===== src/rtl/ndata_upsizer_if.sv =====
// Lane-oriented stream bus: WIDTH elements of data_t per beat, per-element keep,
// packet last and a valid/ready handshake.
interface ndata_i #(
  parameter type         data_t = logic [7:0],
  parameter int unsigned WIDTH  = 8
);
  data_t [WIDTH-1:0] data;
  logic  [WIDTH-1:0] keep;
  logic              last;
  logic              valid;
  logic              ready;

  modport m (output data, keep, last, valid, input ready);
  modport s (input data, keep, last, valid, output ready);
endinterface


===== src/rtl/ndata_upsizer.sv =====
// Packs RATIO narrow ndata beats into one wide beat. A separate assembly buffer and
// output register let non-completing beats flow in while the output is stalled.
module ndata_upsizer #(
  parameter type                data_t    = logic [7:0],
  parameter int unsigned        IN_WIDTH  = 8,
  parameter int unsigned        RATIO     = 2,
  localparam int unsigned       OUT_WIDTH = IN_WIDTH * RATIO
) (
  input logic clk,
  input logic rst,
  ndata_i.s   in,
  ndata_i.m   out
);

  localparam int unsigned     IdxW    = (RATIO > 1) ? $clog2(RATIO) : 1;
  localparam logic [IdxW-1:0] LastIdx = IdxW'(RATIO - 1);

  data_t [OUT_WIDTH-1:0] asm_data_q, asm_data_d;
  logic  [OUT_WIDTH-1:0] asm_keep_q, asm_keep_d;
  logic  [IdxW-1:0]      idx_q, idx_d;
  data_t [OUT_WIDTH-1:0] out_data_q, out_data_d;
  logic  [OUT_WIDTH-1:0] out_keep_q, out_keep_d;
  logic                  out_last_q, out_last_d;
  logic                  out_valid_q, out_valid_d;

  data_t [OUT_WIDTH-1:0] merged_data;
  logic  [OUT_WIDTH-1:0] merged_keep;
  logic                  completes;
  logic                  accept;

  assign completes = (idx_q == LastIdx) || in.last;
  // A completing beat needs the output register; all other beats only touch the buffer.
  assign in.ready  = !out_valid_q || out.ready || !completes;
  assign accept    = in.valid && in.ready;

  assign out.data  = out_data_q;
  assign out.keep  = out_keep_q;
  assign out.last  = out_last_q;
  assign out.valid = out_valid_q;

  always_comb begin
    merged_data = '0;
    merged_keep = '0;
    for (int l = 0; l < int'(RATIO); l++) begin
      if (l < int'(idx_q)) begin
        merged_data[l*IN_WIDTH +: IN_WIDTH] = asm_data_q[l*IN_WIDTH +: IN_WIDTH];
        merged_keep[l*IN_WIDTH +: IN_WIDTH] = asm_keep_q[l*IN_WIDTH +: IN_WIDTH];
      end else if (l == int'(idx_q)) begin
        merged_data[l*IN_WIDTH +: IN_WIDTH] = in.data;
        merged_keep[l*IN_WIDTH +: IN_WIDTH] = in.keep;
      end
    end
  end

  always_comb begin
    asm_data_d  = asm_data_q;
    asm_keep_d  = asm_keep_q;
    idx_d       = idx_q;
    out_data_d  = out_data_q;
    out_keep_d  = out_keep_q;
    out_last_d  = out_last_q;
    out_valid_d = out_valid_q;

    if (out_valid_q && out.ready) begin
      out_valid_d = 1'b0;
    end

    if (accept) begin
      if (completes) begin
        out_data_d  = merged_data;
        out_keep_d  = merged_keep;
        out_last_d  = in.last;
        out_valid_d = 1'b1;
        idx_d       = '0;
        asm_keep_d  = '0;
      end else begin
        // Lanes above idx are never read before being rewritten, so zeroing them is harmless.
        asm_data_d = merged_data;
        asm_keep_d = merged_keep;
        idx_d      = idx_q + IdxW'(1);
      end
    end
  end

  always_ff @(posedge clk or posedge rst) begin
    if (rst) begin
      asm_data_q  <= '0;
      asm_keep_q  <= '0;
      idx_q       <= '0;
      out_data_q  <= '0;
      out_keep_q  <= '0;
      out_last_q  <= 1'b0;
      out_valid_q <= 1'b0;
    end else begin
      asm_data_q  <= asm_data_d;
      asm_keep_q  <= asm_keep_d;
      idx_q       <= idx_d;
      out_data_q  <= out_data_d;
      out_keep_q  <= out_keep_d;
      out_last_q  <= out_last_d;
      out_valid_q <= out_valid_d;
    end
  end

endmodule


===== src/flat_wrapper.sv =====
// flat-port wrapper written by rule: the top's interface ports become plain ports
module ndata_upsizer_flat 
#(
  parameter type                data_t    = logic [7:0],
  parameter int unsigned        IN_WIDTH  = 8,
  parameter int unsigned        RATIO     = 2,
  localparam int unsigned       OUT_WIDTH = IN_WIDTH * RATIO
)
  (clk, rst, in_data, in_keep, in_last, in_valid, in_ready, out_data, out_keep, out_last, out_valid, out_ready);
  ndata_i #(.data_t(data_t), .WIDTH(8)) in_i ();
  ndata_i #(.data_t(data_t), .WIDTH(16)) out_i ();
  input logic clk;
  input logic rst;
  input wire logic [$bits(in_i.data)-1:0] in_data;
  input wire logic [$bits(in_i.keep)-1:0] in_keep;
  input wire logic [$bits(in_i.last)-1:0] in_last;
  input wire logic [$bits(in_i.valid)-1:0] in_valid;
  output wire logic [$bits(in_i.ready)-1:0] in_ready;
  output wire logic [$bits(out_i.data)-1:0] out_data;
  output wire logic [$bits(out_i.keep)-1:0] out_keep;
  output wire logic [$bits(out_i.last)-1:0] out_last;
  output wire logic [$bits(out_i.valid)-1:0] out_valid;
  input wire logic [$bits(out_i.ready)-1:0] out_ready;
  assign in_i.data = in_data;
  assign in_i.keep = in_keep;
  assign in_i.last = in_last;
  assign in_i.valid = in_valid;
  assign in_ready = in_i.ready;
  assign out_data = out_i.data;
  assign out_keep = out_i.keep;
  assign out_last = out_i.last;
  assign out_valid = out_i.valid;
  assign out_i.ready = out_ready;
  ndata_upsizer #(.data_t(data_t), .IN_WIDTH(IN_WIDTH), .RATIO(RATIO)) u_core (.clk(clk), .rst(rst), .in(in_i), .out(out_i));
endmodule

===== config.mk =====
export PLATFORM = sky130hd
export DESIGN_NAME = ndata_upsizer_flat
export DESIGN_NICKNAME = d
export VERILOG_FILES = /design/src/rtl/ndata_upsizer_if.sv /design/src/rtl/ndata_upsizer.sv /design/src/flat_wrapper.sv
export SDC_FILE = /design/constraint.sdc
export NUM_CORES = 1
export LEC_CHECK = 0
export BUFFER_PORTS_ARGS = -buffer_cell sky130_fd_sc_hd__buf_2
export CAP_MARGIN = 20
export CORE_MARGIN = 4
export CORE_UTILIZATION = 55
export DETAILED_ROUTE_END_ITERATION = 12
export GPL_TIMING_DRIVEN = 0
export PLACE_DENSITY = 0.78
export SYNTH_ARGS = -nofsm -noshare
export SYNTH_HDL_FRONTEND = slang
export SYNTH_SLANG_ARGS = --single-unit

===== constraint.sdc =====
create_clock -name clk -period 19.65 [get_ports clk]
set_clock_uncertainty 0.1 [all_clocks]
set_input_delay 3.93 -clock clk [delete_from_list [all_inputs] [get_ports clk]]
set_output_delay 3.93 -clock clk [all_outputs]
set_load 0.005 [all_outputs]

==> metrics, run 1 <==
effective utilization at floorplan=0.560; sum of met2 wire segment lengths after detailed routing=10400 µm; Syn Nets=around 640; nets@finish=about 900; wire per inst=slightly below 20 µm; antenna violation net count after detailed routing=0; status=completed; detailed placer's ending HPWL=14400 µm; number of logic stages on the critical path including buffering=4; classification of the worst-slack hold path=flop to flop; post-route setup TNS=0 ns; Slowest cell on crit path=sky130_fd_sc_hd__or2_2; register area=5480 µm²; Post-Place Cell Area=around 10000 µm²; FF-to-FF path depth=4; Syn Inst Count=560; Max-Slew Margin vs Limit=0.505; CP Data Required Time=15.62 ns; Die Y-Extent=135 µm; CP arrival=4.68 ns; number of global-route vias before repair=6238; worst setup path startpoint=out_ready; clock sink count=219; DR vias/cell=5.51; row count=between 40 and 50; I/O pin total=around 220; Final Cell Area=11100 µm²; number of antenna diodes=0; critical path capture point type=output pin; post-layout minimum cycle time=8.71 ns; core outline area=15800 µm²; minimum setup slack among reg-to-reg paths=between 15 and 20 ns; all-layer global routing usage=0.226; fin crit share=0.443; input/output buffers=between 200 and 250; first-iteration detailed-routing DRC count=208; Top Layer Used=met4; RSZ-0062 raised after global routing=false; antenna violations before repair=0; post-synthesis sequential area ratio=0.618; TritonCTS buffer count=23; largest net degree at the start of global routing=134; global route total overflow=0; cell area after technology mapping=8860 µm²; total area of multi-input combinational cells=3110 µm²; Area growth, synth to finish=24.9%; cell type group with the largest total delay on the critical path=simple AND/OR/NAND/NOR gates; Peak supply drop=0.0000742 V; # Max-Cap Violations=0; WL met1=8160 µm; master cell of the clock root buffer=sky130_fd_sc_hd__clkbuf_16; clk slew on worst S/H paths=0.06 ns; width of the chip=approximately 130 µm; reg2reg end=u_core.out.data[27]$_DFFE_PP0P_; number of endpoints with negative hold slack in the final report=0; Avg Inst Size Synth=15.8 µm²; number of gates resized after CTS=0; critical path class=primary input to output pin; Vias=between 5000 and 6000; RePlAce Congestion=0.841; number of buffers and inverters on the critical path=2; crit-path most repeated cell=sky130_fd_sc_hd__buf_2; measured slew at the worst slew-check pin=0.737 ns; clock buffer depth=3; total setup buffers inserted after CTS=0; setup slack after placement=around 11 ns; CP peak stage delay=0.30 ns; count of unresolved DRC violations after routing=0; Layout fillers=1101; Achievable Freq=115 MHz; clk_lat worst skew=roughly 0.50 ns; number of H-tree levels=1; synthesized flop and latch total=219; worst-case setup margin in the final layout=10.94 ns; count of cells along the worst hold path=1; number of detailed-routing iterations run before antenna repair=4; number of warnings reported in the yosys synthesis log=0; cell area power density=126 nW/µm²; crit path launch type=primary input; CTS Hold Buffers Added=0; met3 WL=~1300 µm; number of endpoints failing setup at the final stage=0; r2r startpoint=u_core.idx_q$_DFFE_PP0P_; final max-slew violation count=0; share of layout cells above drive strength 1=0.458; clock tree from TritonCTS=done; Pleak=5.43 nW; cell-by-cell trace of the critical path=buf_2, nand2b_1, or2_2, buf_2; wire length of the first global-routing pass=33100 µm; total power=1.39 mW; count of unique library cells instantiated by Yosys=19; Critical Path Sink=in_ready; WL final=~20000 µm; crit path max fanout=6; Die ar.=between 15000 and 20000 µm²
## report_power, final
group	internal [mW]	total (mW)	leakage, nW	switching (mW)
Combinational	0.174	0.311	2.34	0.137
Clock	0.278	0.449	0.399	0.171
Sequential	0.571	0.635	2.69	0.0636
## synthesized netlist by cell type
cell,n,area [µm²]
sky130_fd_sc_hd__a21o_1,1,7.51
sky130_fd_sc_hd__a22o_1,80,701
sky130_fd_sc_hd__and2_1,1,6.26
sky130_fd_sc_hd__and3_1,1,6.26
sky130_fd_sc_hd__buf_1,1,3.75
sky130_fd_sc_hd__buf_2,19,95.1
sky130_fd_sc_hd__buf_4,14,105
sky130_fd_sc_hd__buf_6,6,67.6
sky130_fd_sc_hd__dfrtp_1,219,5480
sky130_fd_sc_hd__inv_1,2,7.51
sky130_fd_sc_hd__mux2_1,134,1510
sky130_fd_sc_hd__mux2_2,74,833
sky130_fd_sc_hd__nand2_1,1,3.75
sky130_fd_sc_hd__nand2b_1,1,6.26
sky130_fd_sc_hd__nand3_1,1,5.00
sky130_fd_sc_hd__nand3b_1,1,7.51
sky130_fd_sc_hd__nor2_1,1,3.75
sky130_fd_sc_hd__o21ai_1,2,10.0
sky130_fd_sc_hd__or2_2,1,6.26
## per-stage QoR
step                cells  hold slack (ns)   util
finish               1041            0.383  0.700
global route         1041            0.395  0.700
CTS                  1041            0.384  0.700
detailed placement   1000            0.371  0.650
global placement      999            0.361  0.648
floorplan             560            0.352      -
## cells by family (layout without fill, tap and decap cells)
group	Yosys count	count (layout)	synth area share
DFF	219	219	0.618
buffers and inverters	42	307	0.0315
and+or+nand+nor	8	8	0.00508
muxes	208	208	0.264
AOI/OAI and AO/OA	83	83	0.0810
## layer usage
layer | vias up | GRT usage
li1 | 2565 | -
met1 | 2959 | 0.287
met2 | 173 | 0.394
met3 | 39 | 0.0510
met4 | 0 | 0.0627
met5 | - | 0
## flip-flops by register name, summed over array words and instances, names as in the netlist
register and cells:
u_core.asm_data_q 64, u_core.asm_keep_q 8, u_core.idx_q 1, u_core.out.data 128, u_core.out.keep 16, u_core.out.last 1, u_core.out.valid 1
## cell usage in the layout (no fill, tap or decap), types with 2 or more instances in the layout
cell type,Yosys,layout
sky130_fd_sc_hd__buf_2,19,242
sky130_fd_sc_hd__dfrtp_1,219,219
sky130_fd_sc_hd__mux2_1,134,134
sky130_fd_sc_hd__a22o_1,80,80
sky130_fd_sc_hd__mux2_2,74,74
sky130_fd_sc_hd__clkbuf_16,0,23
sky130_fd_sc_hd__buf_4,14,14
sky130_fd_sc_hd__clkinv_2,0,9
sky130_fd_sc_hd__buf_6,6,6
sky130_fd_sc_hd__bufinv_16,0,4
sky130_fd_sc_hd__clkbuf_8,0,3
sky130_fd_sc_hd__o21ai_1,2,2
sky130_fd_sc_hd__clkbuf_1,0,2
## worst min-delay path by stage
stage                                           start                           endpoint  slack [ns]
floorplan           u_core.asm_data_q[15]$_DFFE_PP0P_  u_core.asm_data_q[15]$_DFFE_PP0P_        0.35
global placement    u_core.asm_data_q[47]$_DFFE_PP0P_  u_core.asm_data_q[47]$_DFFE_PP0P_        0.36
detailed placement  u_core.asm_data_q[28]$_DFFE_PP0P_  u_core.asm_data_q[28]$_DFFE_PP0P_        0.37
CTS                 u_core.asm_data_q[28]$_DFFE_PP0P_  u_core.asm_data_q[28]$_DFFE_PP0P_        0.38
global route        u_core.asm_data_q[11]$_DFFE_PP0P_  u_core.asm_data_q[11]$_DFFE_PP0P_        0.40
finish              u_core.asm_data_q[16]$_DFFE_PP0P_  u_core.asm_data_q[16]$_DFFE_PP0P_        0.38
## final cells by class
type | count | area share
buffer | 40 | 0.0245
clock buffer | 28 | 0.0564
clock inverter | 13 | 0.0149
inverter | 2 | 0.00136
multi-input combinational | 299 | 0.280
sequential | 219 | 0.495
tap | 216 | 0.0244
timing repair buffer | 224 | 0.103
Note: power is estimated with default switching activity, not from simulation.
==> inputs of run 2 (changes only) <==
Settings changed: CORE_UTILIZATION 55 to 48, PLACE_DENSITY 0.78 to 0.72.
Clock period 19.65 ns to 8 ns, I/O delays scaled along.
==> run 2 against run 1 <==
Register-to-register slack worse by 12 ns. Clock power is 130% higher. Combinational power rose by 140%. Global-route usage down 2.6 points. Final cell count is 1.2% higher. Critical path type unchanged. Critical endpoint unchanged. Largest cell class unchanged. Largest power group unchanged.
==> metrics, run 2 (synthesized netlist as in run 1, its figures left out) <==
input/output buffers=223; most frequent cells in the layout=sky130_fd_sc_hd__buf_2 (242), sky130_fd_sc_hd__dfrtp_1 (219), sky130_fd_sc_hd__mux2_1 (134); critical path capture point type=output pin; Die Y-Extent=144 µm; classification of the worst-slack hold path=flop to flop; antenna violation net count after detailed routing=0; clock buffer depth=3; # Max-Cap Violations=0; status=completed; CTS Hold Buffers Added=0; measured slew at the worst slew-check pin=0.697 ns; antenna violations before repair=0; number of antenna diodes=0; final non-filler cell total=1053; relative contribution of sequential cells to total power=0.463; core outline area=18100 µm²; cell area power density=304 nW/µm²; WL final=about 20000 µm; share of layout cells above drive strength 1=0.451; CP Data Required Time=6.30 ns; first-iteration detailed-routing DRC count=212; DR vias/cell=5.41; number of detailed-routing iterations run before antenna repair=4; global route total overflow=0; setup slack after placement=3.90 ns; number of endpoints with negative hold slack in the final report=0; post-layout util=0.610; total power=3.35 mW; clock sink count=219; relative contribution of combinational cells to total power=0.227; Pleak=approximately 5.4 nW; worst-case setup margin in the final layout=3.89 ns; proportion of power drawn by the clock network=0.310; RSZ-0062 raised after global routing=false; met2 Track Usage GR=0.339; post-layout minimum cycle time=4.11 ns; master cell of the clock root buffer=sky130_fd_sc_hd__clkbuf_16; Final Cell Area=11000 µm²; Die ar.=just over 20000 µm²; clk slew on worst S/H paths=~0.060 ns; clk_lat worst skew=0.50 ns; number of placed instances, taps included=a little over 1000; final max-slew violation count=0; number of endpoints failing setup at the final stage=0; CP arrival=2.41 ns; nets@finish=roughly 890; switching share of power=0.268; width of the chip=144 µm; number of gates resized after CTS=0; switching pwr=0.899 mW; number of H-tree levels=1; crit path launch type=primary input; layer carrying the most global-route usage=met2; I/O pin total=approximately 220; hold slack final=0.382 ns; Post-Place Cell Area=10300 µm²; fin crit share=0.513; Max-Slew Margin vs Limit=0.532; wire length of the first global-routing pass=33200 µm; post-route setup TNS=0 ns; crit path max fanout=6; Layout fillers=around 1400; row count=49; largest net degree at the start of global routing=134; Vias=5693; routing usage on met1=0.262; most common cell after layout, fill and taps aside=sky130_fd_sc_hd__buf_2; wire per inst=19.6 µm; Area growth, synth to finish=24.5%; effective utilization at floorplan=0.490; Peak supply drop=around 0.00018 V; count of unresolved DRC violations after routing=0; met3 GRT Util=0.0459; all-layer global routing usage=0.200; TritonCTS buffer count=23; total setup buffers inserted after CTS=0; number of global-route vias before repair=~6200; Achievable Freq=approximately 240 MHz; internal power component=2.45 mW; critical path class=primary input to output pin; RePlAce Congestion=0.785; clock tree from TritonCTS=done; max FFs per register=128; detailed placer's ending HPWL=roughly 14000 µm
==> run 2: cell count changes in the layout (fill, tap and decap cells not counted) <==
cell / before / now
sky130_fd_sc_hd__clkinv_2: 9 / 2
sky130_fd_sc_hd__clkbuf_1: 2 / 7
sky130_fd_sc_hd__clkbuf_8: 3 / 7
sky130_fd_sc_hd__bufinv_16: 4 / 1
==> run 2: area by class of cell <==
type	count	area, µm²	area share
flip-flops and latches	219	5480	0.496
repair buffers	224	1140	0.104
plain buffers	40	272	0.0246
inverters	2	15.0	0.00136
clock buffers	37	698	0.0632
multi-input cells	299	3110	0.281
well taps	229	287	0.0260
clock inverters	3	40.0	0.00363
==> run 2: path summary, 6_finish.rpt <==
check                                                   from                                 to  slack, ns  depth (start not counted)
max                                                out_ready                           in_ready       3.89                          4
min                        u_core.asm_data_q[13]$_DFFE_PP0P_  u_core.asm_data_q[13]$_DFFE_PP0P_       0.38                          1
max reg2reg                         u_core.idx_q$_DFFE_PP0P_    u_core.out.data[32]$_DFFE_PP0P_       6.15                          5
min reg2reg                u_core.asm_data_q[13]$_DFFE_PP0P_  u_core.asm_data_q[13]$_DFFE_PP0P_       0.38                          1
max in group asynchronous                                rst    u_core.out.data[18]$_DFFE_PP0P_       5.63                          3
min in group asynchronous                                rst   u_core.out.data[115]$_DFFE_PP0P_       1.10                          2
==> run 2: power groups by stage <==
stage / Clock [mW] / Sequential (mW) / Combinational [mW]
final: 1.04 / 1.55 / 0.761
after global routing: 1.11 / 1.59 / 0.844
after CTS: 1.06 / 1.55 / 0.780
after detailed placement: 0 / 1.57 / 0.777
after global placement: 0 / 1.55 / 0.746
after floorplan: 0 / 1.56 / 0.400
==> run 2: worst max-delay path, cell delays in order <==
cell	delay [ns]
sky130_fd_sc_hd__buf_2	0.10
sky130_fd_sc_hd__nand2b_1	0.24
sky130_fd_sc_hd__or2_2	0.33
sky130_fd_sc_hd__buf_2	0.13
==> run 2: layer usage <==
layer | part of all wire | vias to the layer above
met5 | 0 | -
met4 | 0.021 | 0
met3 | 0.064 | 33
met2 | 0.49 | 161
met1 | 0.42 | 2940
li1 | - | 2559
